[src/rtl/sr_rw_ctrl.sv]
// sr_rw_ctrl: sequencer for a WIDTH-bit chip configuration shift register.
// A start request serialises the latched config word onto sin (MSB first)
// with a generated clk_sr, captures the chip's previous contents from sout
// into dout, then pulses load_sr so the chip latches the new word.
//
// Optional build macro: SR_READBACK_CMP_EN
//   When defined, the word written by the previous completed sequence is
//   kept and compared against the word read back by the current one; the
//   result appears on match. Otherwise match is tied to 0.
module sr_rw_ctrl #(
    parameter int WIDTH     = 170,
    parameter int CNT_WIDTH = 8,
    parameter int DIV       = 2
) (
    input  logic             clk,
    input  logic             rst,
    input  logic             start,
    input  logic [WIDTH-1:0] din,
    input  logic             sout,
    output logic             clk_sr,
    output logic             sin,
    output logic             load_sr,
    output logic             busy,
    output logic             done,
    output logic [WIDTH-1:0] dout,
    output logic             match
);

    // Handshake: start is a request that is honoured only while busy is low
    // (state IDLE); requests seen while busy is high are dropped, not queued.
    // busy stays high from LOAD through DONE, and done pulses for exactly one
    // cycle in DONE, at which point dout holds the complete readback word.

    localparam int                   DIV_W    = (DIV > 1) ? $clog2(DIV) : 1;
    localparam logic [DIV_W-1:0]     DIV_LAST = DIV_W'(DIV - 1);
    localparam logic [CNT_WIDTH-1:0] BIT_LAST = CNT_WIDTH'(WIDTH - 1);

    typedef enum logic [2:0] {
        IDLE  = 3'd0,
        LOAD  = 3'd1,
        SHIFT = 3'd2,
        LATCH = 3'd3,
        DONE  = 3'd4
    } state_e;

    // FSM state is kept as a named enum so checkers can bind to dut.state.
    state_e               state;
    logic [WIDTH-1:0]     shadow;
    logic [CNT_WIDTH-1:0] bit_cnt;
    logic [DIV_W-1:0]     div_cnt;

    // Main sequencer: all chip-facing outputs are registered so clk_sr and
    // load_sr are glitch-free. clk_sr doubles as the low/high phase flag.
    // shadow is rotated (not shifted) once per bit, so after WIDTH bits it
    // holds the original word again for the readback comparison.
    always_ff @(posedge clk or negedge rst) begin
        if (!rst) begin
            state   <= IDLE;
            shadow  <= '0;
            bit_cnt <= '0;
            div_cnt <= '0;
            clk_sr  <= 1'b0;
            sin     <= 1'b0;
            load_sr <= 1'b0;
            busy    <= 1'b0;
            done    <= 1'b0;
            dout    <= '0;
        end else begin
            done <= 1'b0;
            case (state)
                IDLE: begin
                    clk_sr  <= 1'b0;
                    load_sr <= 1'b0;
                    if (start) begin
                        state <= LOAD;
                        busy  <= 1'b1;
                    end
                end

                LOAD: begin
                    shadow  <= din;
                    sin     <= din[WIDTH-1];
                    bit_cnt <= '0;
                    div_cnt <= '0;
                    clk_sr  <= 1'b0;
                    state   <= SHIFT;
                end

                SHIFT: begin
                    if (div_cnt != DIV_LAST) begin
                        div_cnt <= div_cnt + 1'b1;
                    end else begin
                        div_cnt <= '0;
                        if (!clk_sr) begin
                            // End of low phase: raise clk_sr and sample the chip.
                            clk_sr <= 1'b1;
                            dout   <= {dout[WIDTH-2:0], sout};
                        end else begin
                            // End of high phase: bit complete.
                            clk_sr <= 1'b0;
                            shadow <= {shadow[WIDTH-2:0], shadow[WIDTH-1]};
                            if (bit_cnt == BIT_LAST) begin
                                load_sr <= 1'b1;
                                state   <= LATCH;
                            end else begin
                                bit_cnt <= bit_cnt + 1'b1;
                                sin     <= shadow[WIDTH-2];
                            end
                        end
                    end
                end

                LATCH: begin
                    clk_sr <= 1'b0;
                    if (div_cnt != DIV_LAST) begin
                        div_cnt <= div_cnt + 1'b1;
                    end else begin
                        div_cnt <= '0;
                        load_sr <= 1'b0;
                        done    <= 1'b1;
                        state   <= DONE;
                    end
                end

                DONE: begin
                    busy  <= 1'b0;
                    state <= IDLE;
                end

                default: begin
                    state   <= IDLE;
                    busy    <= 1'b0;
                    clk_sr  <= 1'b0;
                    load_sr <= 1'b0;
                end
            endcase
        end
    end

`ifdef SR_READBACK_CMP_EN
    logic [WIDTH-1:0] last_wr;

    // Readback check: the chip should return what we wrote last time.
    always_ff @(posedge clk or negedge rst) begin
        if (!rst) begin
            last_wr <= '0;
            match   <= 1'b0;
        end else if (state == DONE) begin
            match   <= (dout == last_wr);
            last_wr <= shadow;
        end
    end
`else
    assign match = 1'b0;
`endif

endmodule

[config.mk]
export PLATFORM = sky130hd
export DESIGN_NAME = sr_rw_ctrl
export DESIGN_NICKNAME = d
export VERILOG_FILES = /design/src/rtl/sr_rw_ctrl.sv
export SDC_FILE = /design/constraint.sdc
export NUM_CORES = 1
export LEC_CHECK = 0
export CAP_MARGIN = 20
export CORE_UTILIZATION = 45
export CTS_BUF_LIST = sky130_fd_sc_hd__clkbuf_16
export DETAILED_ROUTE_END_ITERATION = 8
export PLACE_DENSITY = 0.83
export REMOVE_ABC_BUFFERS = 1
export SKIP_CTS_REPAIR_TIMING = 1
export SYNTH_ARGS = -nofsm -noshare
export SYNTH_HDL_FRONTEND = slang
export SYNTH_SLANG_ARGS = --single-unit
export TNS_END_PERCENT = 20
[constraint.sdc]
create_clock -name clk -period 1.76 [get_ports clk]
set_input_delay 0.176 -clock clk [delete_from_list [all_inputs] [get_ports clk]]
set_output_delay 0.176 -clock clk [all_outputs]
set_load 0.05 [all_outputs]
# Yosys cells after proc, flatten, opt, wreduce, memory -nomap -nowiden
# Cells that the tools add are included.
# word_totals
reg_bits	357
wordCells	71
inputBits	174
# op_classes
eq_ne	11
n_bitwise	4
reduce_logical	13
addsub	2
n_mux	31
# op_table
operator	count
170-bit two-way mux	2
170-bit case mux with 2 select lines	1
8-bit two-way mux	3
8-bit case mux with 2 select lines	1
3-bit two-way mux	5
1-bit two-way mux	13
2-bit inequality test, second input constant	6
3-bit case mux with 4 select lines	1
5-bit AND reduction	2
8-bit by 1-bit adder with 8-bit output, second input constant	1
8-bit == test, second input constant	1
1-bit case mux with 2 select lines	4
3-bit by 2-bit == test with 1-bit output, second input constant	2
3-bit AND reduction	2
1-bit inverter	4
2-bit AND reduction	2
4-bit AND reduction	1
2-bit nonzero test	2
2-bit OR reduction	2
3-bit by 1-bit == test with 1-bit output, second input constant	1
3-bit == test, second input constant	1
3-bit logical NOT	1
1-bit case mux with 3 select lines	1
3-bit OR reduction	1
1-bit adder, second input constant	1

# Depth between registers and ports, before layout
# depth
depth_word	5
depth_mapped	7
depth_no_buf	6

# Worst setup path before layout
# Ideal clock, no wire load.
# synth_timing
path_kind	reg2reg
from	register clk_sr
to	register dout[100]
t_arrival_ps	1789
setup_time_ps	128
path_stages_with_launch	8
n_path_buf	4
setup_slack_ps	-156
synth_period_minus_slack_ps	1916
path_cell_list	dfrtp_1 -> buf_2 -> inv_1 -> and3_1 -> buf_2 -> buf_6 -> buf_4 -> mux2_1
# synth_between
elab_chain_cells	2
# synth_rtl
element	line	rtl
start: declaration	20	output logic clk_sr,
start signal: assignment	62	clk_sr <= 1'b0;
start signal: assignment	72	clk_sr <= 1'b0;
start signal: assignment	85	clk_sr <= 1'b0;
1-bit inverter (no line)	n/a	
3-bit AND reduction (no line)	n/a	
end signal: assignment	97	dout <= {dout[WIDTH-2:0], sout};
end: declaration	25	output logic [WIDTH-1:0] dout,
# No other way between the ends.
# A chain may end at the register's enable or synchronous reset.

# Final worst setup path
# layout_timing
from	register state[2]
to	register dout[110]
# layout_between
elab_chain_cells	2
# layout_rtl
element	line	rtl
start: declaration	47	state_e state;
start signal: assignment	58	state <= IDLE;
start signal: assignment	75	state <= LOAD;
start signal: assignment	86	state <= SHIFT;
3-bit by 2-bit == test with 1-bit output	70	case (state)
3-bit AND reduction (no line)	n/a	
# No other way between the ends.

==> results.md <==
- CTS Root Cell: clkbuf_16
- Final hold violations: 0
- Post-synth top area share: between 50% and 60%
- Max Slew Vio Count: 0
- Commonest non-fill, non-tap cell in the layout: dfrtp_1
- CTS tree: done
- Worst min-delay path class: in -> async
- Total power: around 17 mW
- Wire length per cell: 18.3 um
- Clock skew: between 0.01 and 0.015 ns
- CORE AREA: 32600 sq um
- Headroom to the max-slew limit: just under 60%
- CP Class: reg -> reg
- CTS Sinks: 357
- Later-pin clock latency in the skew report: 0.51 ns
- Status: finished, violations left
- Die Wd: 184 um
- Arr. time, crit path: 2.18 ns
- Period utilization: 102%
- Setup violators final: 30
- Startpoint types: register
- FF+latch area: approximately 8900 sq um
- Tot GR Track Use: 21.0%
- Critical path's top delay family: simple AND/OR/NAND/NOR gates
- CTS H-tree depth: 2
- Final worst slack: -0.0383 ns
- CP cell instances: nor3b_4, and3_4, buf_12, mux2_1
- Max clock buf depth: 3
- Pre-CTS setup slack: -0.0640 ns
- Post-Synth Simple-Gate Area: about 5.8%
- I/O pin cnt: 350
- P_leak: 13.0 nW
- Layout cells sized above 1: between 10% and 20%
- Power Density: about 830 nW/um^2
- Num rows: 66
- Initial Util: a little under half
- Peak VDD IR: 715 uV
- DR pass1 iterations: 5
- Multi-input logic area: about 5600 sq um
- CTS buffer count: 39
- Residual DRC: 0
- Port bufs: 348
- Slowest library cell on the worst path: dfrtp_2
- Req. time, crit path: 2.14 ns
- Total wire length: about 37 mm
- CTS clock-pin slew for the worst setup and hold paths: roughly 0.060 ns
- Worst-path maximum fanout: 40
- Layout Area Growth over Synthesis: 39.4%
- Die H: 184 um
- Setup TNS: -0.428 ns
- Synth Register Bits: 357
- Synth Instances: between 1000 and 1500
- F_max: 556 MHz
- Largest family of logic cells by synthesized area: multiplexers
- Compound-cell area share of the yosys netlist: about 7.0%
- Synth Cell Area: between 10000 and 15000 sq um
- Initial antenna violation count: 1
- Crit end category: register
- Hold_ws: around 0.28 ns
- Vias: approximately 11000
- Gpl congestion: 0.812
- Avg Cell Area, Syn: 12.5 sq um
- Synth top area cells: dfrtp_1 (60%), mux2_1 (13%), mux2i_1 (11%)
- DRT iter0 DRCs: 491
- Pin count of the biggest net entering global routing: 70
- Unique cell type count in the Yosys netlist: 39
- Commonest non-fill, non-tap cells in the layout: dfrtp_1 (354), nand2_1 (174), o21ai_1 (174)
- Dpl hpwl: 25.5 mm
- Yosys warns: 0
- Failing checks: negative setup slack
- Area of the die: 34000 sq um
- Largest area contributor in the netlist: dfrtp_1
- First-pass GRT wire length: 57.0 mm
- Detail Route Antenna Nets: 0
- Number of global-route vias before repair: 10881
- Sequential element share of the synthesized area: about three fifths
- Mux share of post-synthesis cell area: 24.1%
- Max-Cap Viols: 0
- Minimum clock period: 1.80 ns
- Buf/Inv on CP: 1
- Final-stage net count: ~1700
- Gr ovfl total: 0
- Via density: between 5 and 6
- RSZ-0062 raised after global routing: yes
- Worst slew pin tran: 0.633 ns
- Synth Area in XOR/XNOR: 0.0585%
- FILL cells: ~2300
- Post-synthesis adder-cell area fraction: 0.167%
- CP peak stage delay: between 0.4 and 0.5 ns
-- registers in the layout (all words and copies together), names as in the netlist --
register	count
load_sr	1
dout	170
state	3
shadow	170
sin	1
clk_sr	1
bit_cnt	8
div_cnt	1
busy	1
done	1
-- worst register-to-register path, delay by kind of cell, from the launching register on --
kind                   cells  cell delay (ns)
AND/OR/NAND/NOR            2             0.55
buffers and inverters      1             0.27
flip-flops                 1             0.46
multiplexers               1             0.40
-- synthesized netlist by cell type (all sizes together) --
master / instances
o21ai: 177
a31oi: 6
nor2: 5
nand2: 174
or3b: 1
and3: 6
xnor2: 1
inv: 4
nor3: 1
conb: 1
dfrtp: 357
nand4b: 1
or3: 1
buf: 66
nor3b: 3
nand4: 2
o31ai: 4
and4: 1
ha: 2
a21o: 2
a41oi: 1
nand3: 4
o21a: 1
nand2b: 2
o2bb2ai: 1
clkbuf: 19
mux2: 170
and4b: 3
nand3b: 1
nor4bb: 1
o22ai: 2
mux2i: 170
a221oi: 1
a21oi: 6
-- final timing paths --
path                            cells after the start  slack (ns)               startpoint                 endpoint
worst max-delay path                                4       -0.04     state[2]$_DFFE_PN0P_    dout[110]$_DFFE_PN0P_
min in group clk                                    2        0.28                     sout      dout[0]$_DFFE_PN0P_
worst min-delay path                                2        0.28                      rst     dout[84]$_DFFE_PN0P_
worst min register to register                      2        0.48  shadow[137]$_DFFE_PN0P_  shadow[137]$_DFFE_PN0P_
worst max register to register                      4       -0.04     state[2]$_DFFE_PN0P_    dout[110]$_DFFE_PN0P_
max in group asynchronous                           3        0.71                      rst     dout[31]$_DFFE_PN0P_
-- layout make-up --
cell class | count | area share (%)
sequential | 357 | 42.8
multi-input combinational | 752 | 27.1
timing repair buffer | 418 | 21.6
clock buffer | 41 | 4.91
tap | 442 | 2.65
clock inverter | 27 | 0.893
inverter | 4 | 0.0719
antenna | 1 | 0.0120
-- metal layers --
| layer | vias to the layer above | global-route usage [%] | share of wire (%) |
|---|---|---|---|
| li1 | 4942 | - | - |
| met1 | 5218 | 25.8 | 40 |
| met2 | 267 | 36.8 | 52 |
| met3 | 74 | 3.48 | 4.6 |
| met4 | 0 | 8.37 | 3.5 |
| met5 | - | 0 | 0 |
-- logic make-up (layout without fill, tap and decap cells) --
| group | count (synthesis) | count (layout) |
|---|---|---|
| mux | 340 | 340 |
| buf+inv | 89 | 490 |
| xor+xnor | 1 | 1 |
| other cells | 1 | 2 |
| simple gates | 206 | 207 |
| compound gates | 201 | 201 |
| fa+ha+maj | 2 | 2 |
| flops | 357 | 357 |
-- through the flow --
stage | instance area (sq um) | utilization (%) | std cells
detailed placement | 19100 | 58.6 | 1965
global placement | 19100 | 58.6 | 1965
CTS | 20300 | 62.4 | 2033
global route | 20900 | 64.0 | 2042
floorplan | 14500 | - | 1112
finish | 20900 | 64.0 | 2042
-- where the power goes --
part | switching, mW | internal, mW
registers | 0.127 | 8.42
logic | 0.470 | 0.558
clock network | 3.14 | 4.61
No activity file was read; power rests on OpenSTA's default activity.
